===== src/rtl/sigmoid_lut_arbiter.sv =====
`default_nettype none
// +-----------------------------------------------------------------------------+
// | Module  : sigmoid_lut_arbiter                                               |
// | Purpose : round-robin sharing of one sigmoid ROM among NUM_REQ requesters    |
// | Revision: 1.0                                                                |
// +-----------------------------------------------------------------------------+
module sigmoid_lut_arbiter #(
   parameter int NUM_REQ = 4,
   parameter int ID_W    = 2
) (
   input  logic                  clk,
   input  logic                  rst,
   input  logic [NUM_REQ-1:0]    req_valid,
   input  logic [16*NUM_REQ-1:0] req_data,
   output logic [NUM_REQ-1:0]    req_ready,
   output logic [6:0]            rom_addr,
   input  logic [15:0]           rom_data,
   output logic                  out_valid,
   output logic [7:0]            out_data,
   output logic [ID_W-1:0]       out_id,
   input  logic                  out_ready,
   output logic                  busy
);

   localparam logic [6:0]  C_K_MAX    = 7'd60;
   localparam logic [11:0] C_K_MAX_12 = 12'd60;

   logic               w_stall;
   logic               w_any;
   logic               w_take;
   logic [NUM_REQ-1:0] w_gnt;
   logic [ID_W-1:0]    w_gidx;
   logic [15:0]        w_x;
   logic [15:0]        w_negx;
   logic [14:0]        w_abs;
   logic [19:0]        w_p;
   logic [19:0]        w_psum;
   logic [11:0]        w_k12;
   logic [6:0]         w_k;
   logic [7:0]         w_d;
   logic [8:0]         w_inv;
   logic [7:0]         w_res;
   logic               w_unused;

   logic [ID_W-1:0]    r_ptr;
   logic               r_s;
   logic [ID_W-1:0]    r_id1;
   logic               r_v1;

   assign w_stall = out_valid & ~out_ready;

   // Scan requesters starting at the pointer; first valid one wins.
   always_comb begin : p_arb
      int idx;
      w_gnt  = '0;
      w_gidx = '0;
      w_any  = 1'b0;
      w_x    = '0;
      idx    = 0;
      for (int j = 0; j < NUM_REQ; j++) begin
         idx = int'(r_ptr) + j;
         if (idx >= NUM_REQ) idx = idx - NUM_REQ;
         if (!w_any && req_valid[idx]) begin
            w_any      = 1'b1;
            w_gidx     = ID_W'(idx);
            w_gnt[idx] = 1'b1;
            w_x        = req_data[16*idx +: 16];
         end
      end
   end

   assign w_take    = w_any & ~w_stall;
   assign req_ready = (rst | w_stall) ? '0 : w_gnt;

   // |x| with the most negative value pinned to +32767
   assign w_negx = 16'd0 - w_x;
   always_comb begin
      w_abs = w_x[14:0];
      if (w_x[15]) w_abs = (w_x == 16'h8000) ? 15'h7fff : w_negx[14:0];
   end

   assign w_p    = {5'd0, w_abs} * 20'd10;
   assign w_psum = w_p + 20'd128;
   assign w_k12  = w_psum[19:8];
   assign w_k    = (w_k12 > C_K_MAX_12) ? C_K_MAX : w_k12[6:0];

   assign w_d   = rom_data[7:0];
   assign w_inv = 9'd256 - {1'b0, w_d};
   assign w_res = r_s ? w_inv[7:0] : w_d;

   assign w_unused = ^{rom_data[15:8], w_psum[7:0], w_inv[8], w_negx[15]};

   always_ff @(posedge clk or posedge rst) begin
      if (rst) begin
         r_ptr     <= '0;
         rom_addr  <= '0;
         r_s       <= 1'b0;
         r_id1     <= '0;
         r_v1      <= 1'b0;
         out_valid <= 1'b0;
         out_data  <= '0;
         out_id    <= '0;
      end else if (!w_stall) begin
         if (w_take) begin
            r_ptr    <= (w_gidx == ID_W'(NUM_REQ-1)) ? '0 : w_gidx + ID_W'(1);
            rom_addr <= w_k;
            r_s      <= w_x[15];
            r_id1    <= w_gidx;
            r_v1     <= 1'b1;
         end else begin
            r_v1     <= 1'b0;
         end
         out_valid <= r_v1;
         out_data  <= w_res;
         out_id    <= r_id1;
      end
   end

   assign busy = r_v1 | out_valid;

endmodule
`default_nettype wire

===== config.mk =====
export PLATFORM = sky130hd
export DESIGN_NAME = sigmoid_lut_arbiter
export DESIGN_NICKNAME = d
export VERILOG_FILES = /design/src/rtl/sigmoid_lut_arbiter.sv
export SDC_FILE = /design/constraint.sdc
export NUM_CORES = 1
export LEC_CHECK = 0
export BUFFER_PORTS_ARGS = -buffer_cell sky130_fd_sc_hd__buf_2
export CORE_MARGIN = 8
export CORE_UTILIZATION = 30
export CTS_CLUSTER_DIAMETER = 200
export DETAILED_ROUTE_END_ITERATION = 6
export PLACE_DENSITY = 0.59
export SLEW_MARGIN = 20
export SYNTH_ARGS = -nofsm -noshare
export SYNTH_HDL_FRONTEND = slang
export SYNTH_SLANG_ARGS = --single-unit

===== constraint.sdc =====
create_clock -name clk -period 8.2 [get_ports clk]
set_input_delay 0.41 -clock clk [delete_from_list [all_inputs] [get_ports clk]]
set_output_delay 0.41 -clock clk [all_outputs]
set_load 0.005 [all_outputs]

==> results.md, run 1 <==
- Entering global routing, the biggest net connects 62 pins.
- The family of cells with the greatest summed delay on the critical path is simple AND/OR/NAND/NOR gates.
- A synthesized cell averages 7.98 um^2.
- The flow ran to the end, and the final reports show no timing, DRC or antenna violations.
- The total routing usage reported by global routing is 13.6%.
- At the pin with the least slew margin, the transition time is 0.929 ns.
- The core region is 15900 um^2.
- 0 antenna diodes ended up in the layout.
- The most critical setup path has its endpoint at rom_addr[5].
- Synthesis instantiated 75 different standard cells from the library.
- The beginning of the worst register-to-register path is r_ptr[0].
- Synthesis produced 610 cells.
- The overall die width is 143 um.
- The longest clock path from root to sink contains 2 buffers.
- The number of sinks on the clock net is 24.
- The level count of the clock H-tree is 1.
- Leaving out fill and tap cells, the most frequent cell in the layout is sky130_fd_sc_hd__buf_2.
- The final max-slew violation count was 0.
- The number of gates resized after CTS was 0.
- Setup repair after global routing left no endpoint under its margin.
- The most critical setup path has its startpoint at r_ptr[0].
- The length of the first detailed-routing pass in iterations is 5.
- The worst path needs 7.70 ns of the cycle, external delays included.
- Setup violations remaining at the end of the flow were counted as 0.
- The library cells used most frequently in the layout, excluding fill and tap cells, are 101 x sky130_fd_sc_hd__buf_2, 63 x sky130_fd_sc_hd__nor2_1, 55 x sky130_fd_sc_hd__mux2_2.
- The CTS clock-pin slew for the worst setup and hold paths is 0.07 ns.
- In this run, synthesis inferred 0 flip-flops with an integrated enable.
- For the final database, setup skew stands at 0.00757 ns.
- CTS placed an instance of sky130_fd_sc_hd__clkbuf_16 at the clock tree root.
- Measured against its own limit, the worst slew margin works out to 38.0%.
- The sum of net half-perimeters after detailed placement is 11.9 mm.
- The first routing iteration left 277 violations.
- The residual antenna-violating net count after detailed routing is 0.
- The worst register-to-register path ends at rom_addr[5].
- Routability-driven placement finished with a final weighted congestion of 0.841.
- Hold repair after CTS inserted 0 buffers.
- Relative to the synthesized area, the layout overhead comes to 17.5%.
- The path type of the worst min-delay path is input port to async pin.
- The number of nets in the synthesized netlist is 732.
- The floorplan has 46 rows.
- The number of hold-slack violations in the final timing report is 0.
- The number of buffers inserted during clock tree synthesis is 3.
- The ratio of final minimum period to clock period is 93.9%.
- The data arrival time at the worst-slack endpoint is 7.83 ns.
- Along the worst path, the maximum fanout reaches 11.
- The most frequent cell on the critical path is sky130_fd_sc_hd__ha_1.
- The via count normalized by instance count is 5.42.
- The routed layout has 4907 vias.
- The global-route wire length before repair is 23.2 mm.
- After detailed routing, the number of remaining DRC violations is 0.
- The die is 143 um tall.
- The initial antenna violation count is 0.
- In this run the tool buffered the top-level ports with 101 buffer cells.
- The largest single stage delay on the critical path is 0.65 ns.
- The TritonCTS clock tree is done.
- Counting buffers and inverters, the worst setup path is 27 cells deep.
- STA classifies the critical path endpoint as a register.
- The kind of start point of the critical path is a register.
- Summing the sequential cell areas from Yosys gives 12.3% of the chip area.
- The start-to-end type of the worst setup path is register to register.
- The highest clock frequency the design can meet is 0.130 GHz.
- The number of synthesis warnings is 0.
- Counting cells, the worst reg-to-reg path comes to 27.
- The total of max-cap violations is 0.
- The initial core utilization is 30.7%.
- In the final layout, the share of cells above drive strength 1 is 31.2%.
- The mapped netlist covers 4870 um^2.
- After global routing the overflow that remains totals 0.
- The boundary pin count is 110.
- The full die area is 20600 um^2.
- In this run the register-to-register setup slack is 0.50 ns.
- The number of global-route vias before repair is 4632.
- The most used flip-flop cell after synthesis is sky130_fd_sc_hd__dfrtp_1.
- In the final routed layout, each cell accounts on average for 16.1 um.
- The net count reported at finish is 812.
- After routing, the total negative slack on setup checks comes to 0 ns.
- The synthesis-stage register bit count is 24.
- The clock reaches the later pin of the worst-skew pair after 0.26 ns.
- For this design, the slowest cell found on the critical path is sky130_fd_sc_hd__mux4_2.
- The final layout contains routed wiring with a total length of 14.6 mm.
- The number of buffers added for setup after CTS is 0.
- Counting both buffers and inverters, the worst setup path holds a total of 4.
- The async set-reset flop share out of synthesis is 100%.
- The required time reported for the critical path endpoint is 8.34 ns.
stage by stage:
step	instances	util [%]	instance area, um^2	hold slack, ns	setup WS [ns]
2_1_floorplan	610	-	4920	0.425	0.0154
3_3_place_gp	901	35.3	5610	0.459	0.437
3_5_place_dp	901	35.3	5610	0.467	0.411
4_1_cts	905	36.0	5710	0.432	0.372
5_1_grt	905	36.0	5720	0.467	0.0235
6_report	905	36.0	5720	0.388	0.504
synth_stat cells, types with 4 or more instances:
master	instances	area (um^2)
sky130_fd_sc_hd__a211oi_1	5	37.5
sky130_fd_sc_hd__a21oi_1	37	185
sky130_fd_sc_hd__a221o_1	8	80.1
sky130_fd_sc_hd__a221oi_1	12	105
sky130_fd_sc_hd__a22oi_1	7	52.6
sky130_fd_sc_hd__a31oi_1	5	31.3
sky130_fd_sc_hd__and2_1	9	56.3
sky130_fd_sc_hd__buf_1	5	18.8
sky130_fd_sc_hd__buf_2	13	65.1
sky130_fd_sc_hd__clkbuf_1	23	86.3
sky130_fd_sc_hd__dfrtp_1	24	601
sky130_fd_sc_hd__ha_1	35	438
sky130_fd_sc_hd__inv_1	13	48.8
sky130_fd_sc_hd__mux2_2	55	619
sky130_fd_sc_hd__mux2i_1	30	300
sky130_fd_sc_hd__mux4_2	7	158
sky130_fd_sc_hd__nand2_1	48	180
sky130_fd_sc_hd__nand2b_1	5	31.3
sky130_fd_sc_hd__nand3_1	9	45.0
sky130_fd_sc_hd__nand4_1	4	25.0
sky130_fd_sc_hd__nor2_1	64	240
sky130_fd_sc_hd__nor2b_1	9	56.3
sky130_fd_sc_hd__nor3_1	11	55.1
sky130_fd_sc_hd__o211ai_1	4	30.0
sky130_fd_sc_hd__o21a_1	9	67.6
sky130_fd_sc_hd__o21ai_0	38	190
sky130_fd_sc_hd__o221ai_1	5	43.8
sky130_fd_sc_hd__o31ai_1	4	30.0
sky130_fd_sc_hd__o32a_1	6	60.1
sky130_fd_sc_hd__or2_2	7	43.8
sky130_fd_sc_hd__or3_1	6	37.5
sky130_fd_sc_hd__or4_1	6	45.0
sky130_fd_sc_hd__xnor2_1	9	78.8
sky130_fd_sc_hd__xor2_1	17	149
area by class of cell:
type | count | area (um^2)
tap | 216 | 270
clock inverter | 1 | 30.0
multi-input combinational | 528 | 4050
timing repair buffer | 118 | 637
sequential | 24 | 604
inverter | 15 | 56.3
clock buffer | 3 | 75.1
fill | 1686 | 10200
kinds of logic (layout without fill, tap and decap cells):
family	count (synthesis)	in the layout	synth area share [%]
adder cells (fa/ha/maj)	35	35	8.99
XOR/XNOR	28	28	5.34
flip-flops	24	24	12.3
AND/OR/NAND/NOR	195	195	20.0
buffers and inverters	58	137	4.96
AO/OA/AOI/OAI	178	178	26.2
multiplexers	92	92	22.1
how the worst min path moves through the flow:
| stage | from | slack [ns] | to | depth (start not counted) |
|---|---|---|---|---|
| finish | rst | 0.39 | r_id1[1] | 2 |
| global route | rom_data[0] | 0.47 | out_data[0] | 3 |
| CTS | rst | 0.43 | out_id[1] | 2 |
| detailed placement | out_data[4] | 0.47 | out_data[4] | 2 |
| global placement | out_data[2] | 0.46 | out_data[2] | 2 |
| floorplan | rst | 0.42 | out_data[0] | 1 |
worst register-to-register path, stage by stage, from the launching register on:
cell and delay (ns):
sky130_fd_sc_hd__dfrtp_4 0.47, sky130_fd_sc_hd__inv_1 0.11, sky130_fd_sc_hd__ha_1 0.37, sky130_fd_sc_hd__mux4_2 0.65
sky130_fd_sc_hd__or3b_1 0.44, sky130_fd_sc_hd__buf_4 0.19, sky130_fd_sc_hd__a221o_1 0.27, sky130_fd_sc_hd__a31oi_2 0.24
sky130_fd_sc_hd__ha_2 0.27, sky130_fd_sc_hd__and2_1 0.23, sky130_fd_sc_hd__nand3_1 0.13, sky130_fd_sc_hd__or4_1 0.58
sky130_fd_sc_hd__buf_4 0.19, sky130_fd_sc_hd__inv_1 0.07, sky130_fd_sc_hd__or2_2 0.12, sky130_fd_sc_hd__ha_1 0.23
sky130_fd_sc_hd__ha_1 0.27, sky130_fd_sc_hd__nand2_1 0.06, sky130_fd_sc_hd__or4_1 0.52, sky130_fd_sc_hd__nor4_4 0.36
sky130_fd_sc_hd__o22ai_2 0.16, sky130_fd_sc_hd__o21bai_1 0.18, sky130_fd_sc_hd__xor2_1 0.09, sky130_fd_sc_hd__ha_1 0.22
sky130_fd_sc_hd__and4_4 0.17, sky130_fd_sc_hd__and4_1 0.18, sky130_fd_sc_hd__or4_1 0.52, sky130_fd_sc_hd__o32a_1 0.29
state kept, by name, summed over array words and instances (netlist names):
register / cells
r_id1: 2
rom_addr: 7
out_data: 8
out_id: 2
r_ptr: 2
r_s: 1
r_v1: 1
out_valid: 1
per-layer routing:
metal	wire length [um]	track usage [%]	up-vias
met4	72	1.05	0
li1	-	-	2473
met5	0	0	-
met2	7400	24.8	89
met3	663	1.26	6
met1	6460	17.6	2339
Power of run 1 is left out: the tool's default activity adds up to more than one toggle a clock period on the data nets, which glitch-free logic cannot reach.
==> run 2: changes to the inputs <==
--- a/config.mk
+++ b/config.mk
@@ -8,7 +8,7 @@
 export BUFFER_PORTS_ARGS = -buffer_cell sky130_fd_sc_hd__buf_2
 export CORE_MARGIN = 8
 export CORE_UTILIZATION = 30
-export CTS_CLUSTER_DIAMETER = 200
+export CTS_CLUSTER_DIAMETER = 60
 export DETAILED_ROUTE_END_ITERATION = 6
 export PLACE_DENSITY = 0.59
 export SLEW_MARGIN = 20
==> constraint.sdc (replaced) <==
create_clock -name clk -period 8.2 [get_ports clk]
set_input_delay 1.64 -clock clk [delete_from_list [all_inputs] [get_ports clk]]
set_output_delay 1.64 -clock clk [all_outputs]
set_load 0.05 [all_outputs]
==> run 2 against run 1 <==
Sequential share of layout area fell by 0.57 points. Clock-buffer cell count did not move. First-iteration DRC count rose by 15%. Die area did not move. Critical path depth fell by 1. Core utilization rose by 2.0 points.
==> results.md, run 2 (synthesis gave the netlist of run 1 again) <==
- The remaining design rule violation count is 0 (unchanged).
- The clock insertion delay at the later pin of the skew report was 0.26 ns (about the same).
- The number of instances in the placed design came to 943 (was 901).
- The area of placed instances was 5940 um^2 (was 5610 um^2).
- The number of buffers inserted during clock tree synthesis was 3 (unchanged).
- The post-route standard cell area excluding fillers is 6040 um^2 (was 5720 um^2).
- The highest cell delay on the worst timing path is 0.52 ns (was 0.65 ns).
- The family of cells with the greatest summed delay on the critical path is simple AND/OR/NAND/NOR gates (unchanged).
- The initial core utilization is 30.7% (unchanged).
- The minimum period implied by the final worst setup slack is 7.81 ns (was 7.70 ns).
- The clock root buffer is sky130_fd_sc_hd__clkbuf_16 (unchanged).
- The boundary pin count is 110 (unchanged).
- The placement row count came to 46 (unchanged).
- The clock skew is 0.00747 ns (was 0.00757 ns).
- The slowest stage cell on the critical path was sky130_fd_sc_hd__or4_1 (was sky130_fd_sc_hd__mux4_2).
- The data arrival time at the worst-slack endpoint is 7.96 ns (was 7.83 ns).
- The ratio of final minimum period to clock period is 95.3% (was 93.9%).
- The most common library cell in the layout ignoring fill and taps is sky130_fd_sc_hd__buf_2 (unchanged).
- Setup repair after global routing missed its margin: no (unchanged).
- The number of diodes added for antenna fixing came to 0 (unchanged).
- The number of port buffers is 101 (unchanged).
- Result of the run: finished clean (unchanged).
- The net count reported at finish was 854 (was 812).
- The endpoint class of the critical path is a register (unchanged).
- The highest clock frequency the design can meet was 0.128 GHz (was 0.130 GHz).
- The number of buffer and inverter stages on the critical path is 4 (unchanged).
- The via count normalized by instance count is 5.39 (was 5.42).
- The path type of the worst min-delay path is register to register (was input port to async pin).
- The worst max-slew margin expressed relative to the limit was 40.0% (was 38.0%).
- The hold buffer count at cts is 0 (unchanged).
- The maximum fanout along the worst path is 6 (was 11).
- The residual overflow from global routing is 0 (unchanged).
- Most frequent cells in the layout: 101 x sky130_fd_sc_hd__buf_2, 63 x sky130_fd_sc_hd__nor2_1, 58 x sky130_fd_sc_hd__buf_4 (was 101 x sky130_fd_sc_hd__buf_2, 63 x sky130_fd_sc_hd__nor2_1, 55 x sky130_fd_sc_hd__mux2_2).
- The maximum buffer depth of the clock tree was 2 (unchanged).
- The sum of net half-perimeters after detailed placement is 12.2 mm (was 11.9 mm).
- The number of global-route vias before repair is 4890 (was 4632).
- The overall die width is 143 um (unchanged).
- Registers with the most flip-flops: out_data (8), rom_addr (7) (unchanged).
- The layout overhead on the synthesized area was 24.1% (was 17.5%).
- The post-layout instance count excluding filler cells is 947 (was 905).
- The actual transition at the worst max-transition pin is 0.896 ns (was 0.929 ns).
- The number of DRC markers after the initial detailed-route iteration is 318 (was 277).
- The global-route wire length before repair is 24.7 mm (was 23.2 mm).
- The start-to-end type of the worst setup path is input port to register (was register to register).
- The number of hold-slack violations in the final timing report is 0 (unchanged).
- The residual antenna-violating net count after detailed routing is 0 (unchanged).
- The floorplan die height is 143 um (unchanged).
- The via total after detailed routing was 5105 (was 4907).
- The pin count of the biggest net entering global routing came to 52 (was 62).
- The placer congestion estimate is 0.848 (was 0.841).
- The number of failing setup endpoints in the final timing report is 0 (unchanged).
- The sum of negative setup slack came to 0 ns (unchanged).
- The number of sinks on the clock net was 24 (unchanged).
- The TritonCTS clock tree was done (unchanged).
- The final max-slew violation count was 0 (unchanged).
- The flip-flop count of the largest register after layout is 8 (unchanged).
- The full die area is 20600 um^2 (unchanged).
- The number of buffers added for setup after CTS is 0 (unchanged).
- The CTS clock-pin slew for the worst setup and hold paths is 0.07 ns (about the same).
- The wire length per cell came to 15.9 um (was 16.1 um).
- The largest register by flop count was out_data (unchanged).
- The initial antenna violation count is 0 (unchanged).
- The length of the first detailed-routing pass in iterations was 5 (unchanged).
- The total routing usage reported by global routing was 14.4% (was 13.6%).
- The level count of the clock H-tree is 1 (unchanged).
- The setup slack of the worst register-to-register path is 0.80 ns (was 0.50 ns).
- The kind of start point of the critical path was an input port (was register).
- The core box area came to 15900 um^2 (unchanged).
- The overall routed net length is 15.0 mm (was 14.6 mm).
- The total of max-cap violations is 0 (unchanged).
- The share of cells above drive strength 1 came to 35.2% (was 31.2%).
- The required time reported for the critical path endpoint is 8.34 ns (about the same).
## run 2: layout make-up
type                       count  area, um^2
fill                        1690        9840
multi-input combinational    528        4050
timing repair buffer         160         961
sequential                    24         604
tap                          216         270
clock buffer                   3        75.1
inverter                      15        56.3
clock inverter                 1        30.0
## run 2: routing by layer
metal	track usage, %	wire length (um)
met4	1.66	66
met3	1.43	970
met2	25.9	7550
met5	0	0
met1	18.8	6460
## run 2: path summary, 6_finish.rpt
path / from / endpoint / depth (start not counted)
min in group asynchronous: rst / out_data[7] / 2
min: out_data[2] / out_data[2] / 2
max in group asynchronous: rst / r_ptr[0] / 2
max: req_valid[2] / rom_addr[5] / 26
max reg2reg: r_ptr[0] / rom_addr[5] / 27
min reg2reg: out_data[2] / out_data[2] / 2
## run 2: what timing repair did
action / in CTS / in global routing
setup endpoints to repair: 0 / 2
resized for setup: 0 / 1
hold endpoints to repair: 0 / 0
## run 2: worst register-to-register path, cell delays in order, from the launching register on
cell,delay (ns)
sky130_fd_sc_hd__dfrtp_4,0.54
sky130_fd_sc_hd__inv_1,0.14
sky130_fd_sc_hd__ha_1,0.39
sky130_fd_sc_hd__mux4_2,0.54
sky130_fd_sc_hd__or3b_1,0.42
sky130_fd_sc_hd__buf_4,0.18
sky130_fd_sc_hd__buf_4,0.15
sky130_fd_sc_hd__a221oi_1,0.21
sky130_fd_sc_hd__a221o_1,0.17
sky130_fd_sc_hd__o21a_1,0.17
sky130_fd_sc_hd__nand4_1,0.12
sky130_fd_sc_hd__or2_2,0.31
sky130_fd_sc_hd__or4_1,0.45
sky130_fd_sc_hd__a21o_1,0.20
sky130_fd_sc_hd__a21oi_1,0.16
sky130_fd_sc_hd__ha_1,0.25
sky130_fd_sc_hd__ha_1,0.27
sky130_fd_sc_hd__nand2_1,0.05
sky130_fd_sc_hd__or4_1,0.51
sky130_fd_sc_hd__nor4_4,0.29
sky130_fd_sc_hd__o22ai_2,0.13
sky130_fd_sc_hd__buf_4,0.16
sky130_fd_sc_hd__xnor2_2,0.12
sky130_fd_sc_hd__ha_1,0.19
sky130_fd_sc_hd__and4_4,0.16
sky130_fd_sc_hd__and4_1,0.18
sky130_fd_sc_hd__or4_1,0.52
sky130_fd_sc_hd__o32a_1,0.29
## run 2: per-stage QoR
step           setup slack [ns]  utilization [%]  hold slack [ns]
2_1_floorplan            0.0154                -            0.446
3_3_place_gp              0.109             37.4            0.460
3_5_place_dp             0.0761             37.4            0.462
4_1_cts                   0.338             38.0            0.477
5_1_grt                  0.0158             38.1            0.488
6_report                  0.388             38.1            0.473
Power of run 2 is left out for the same reason.
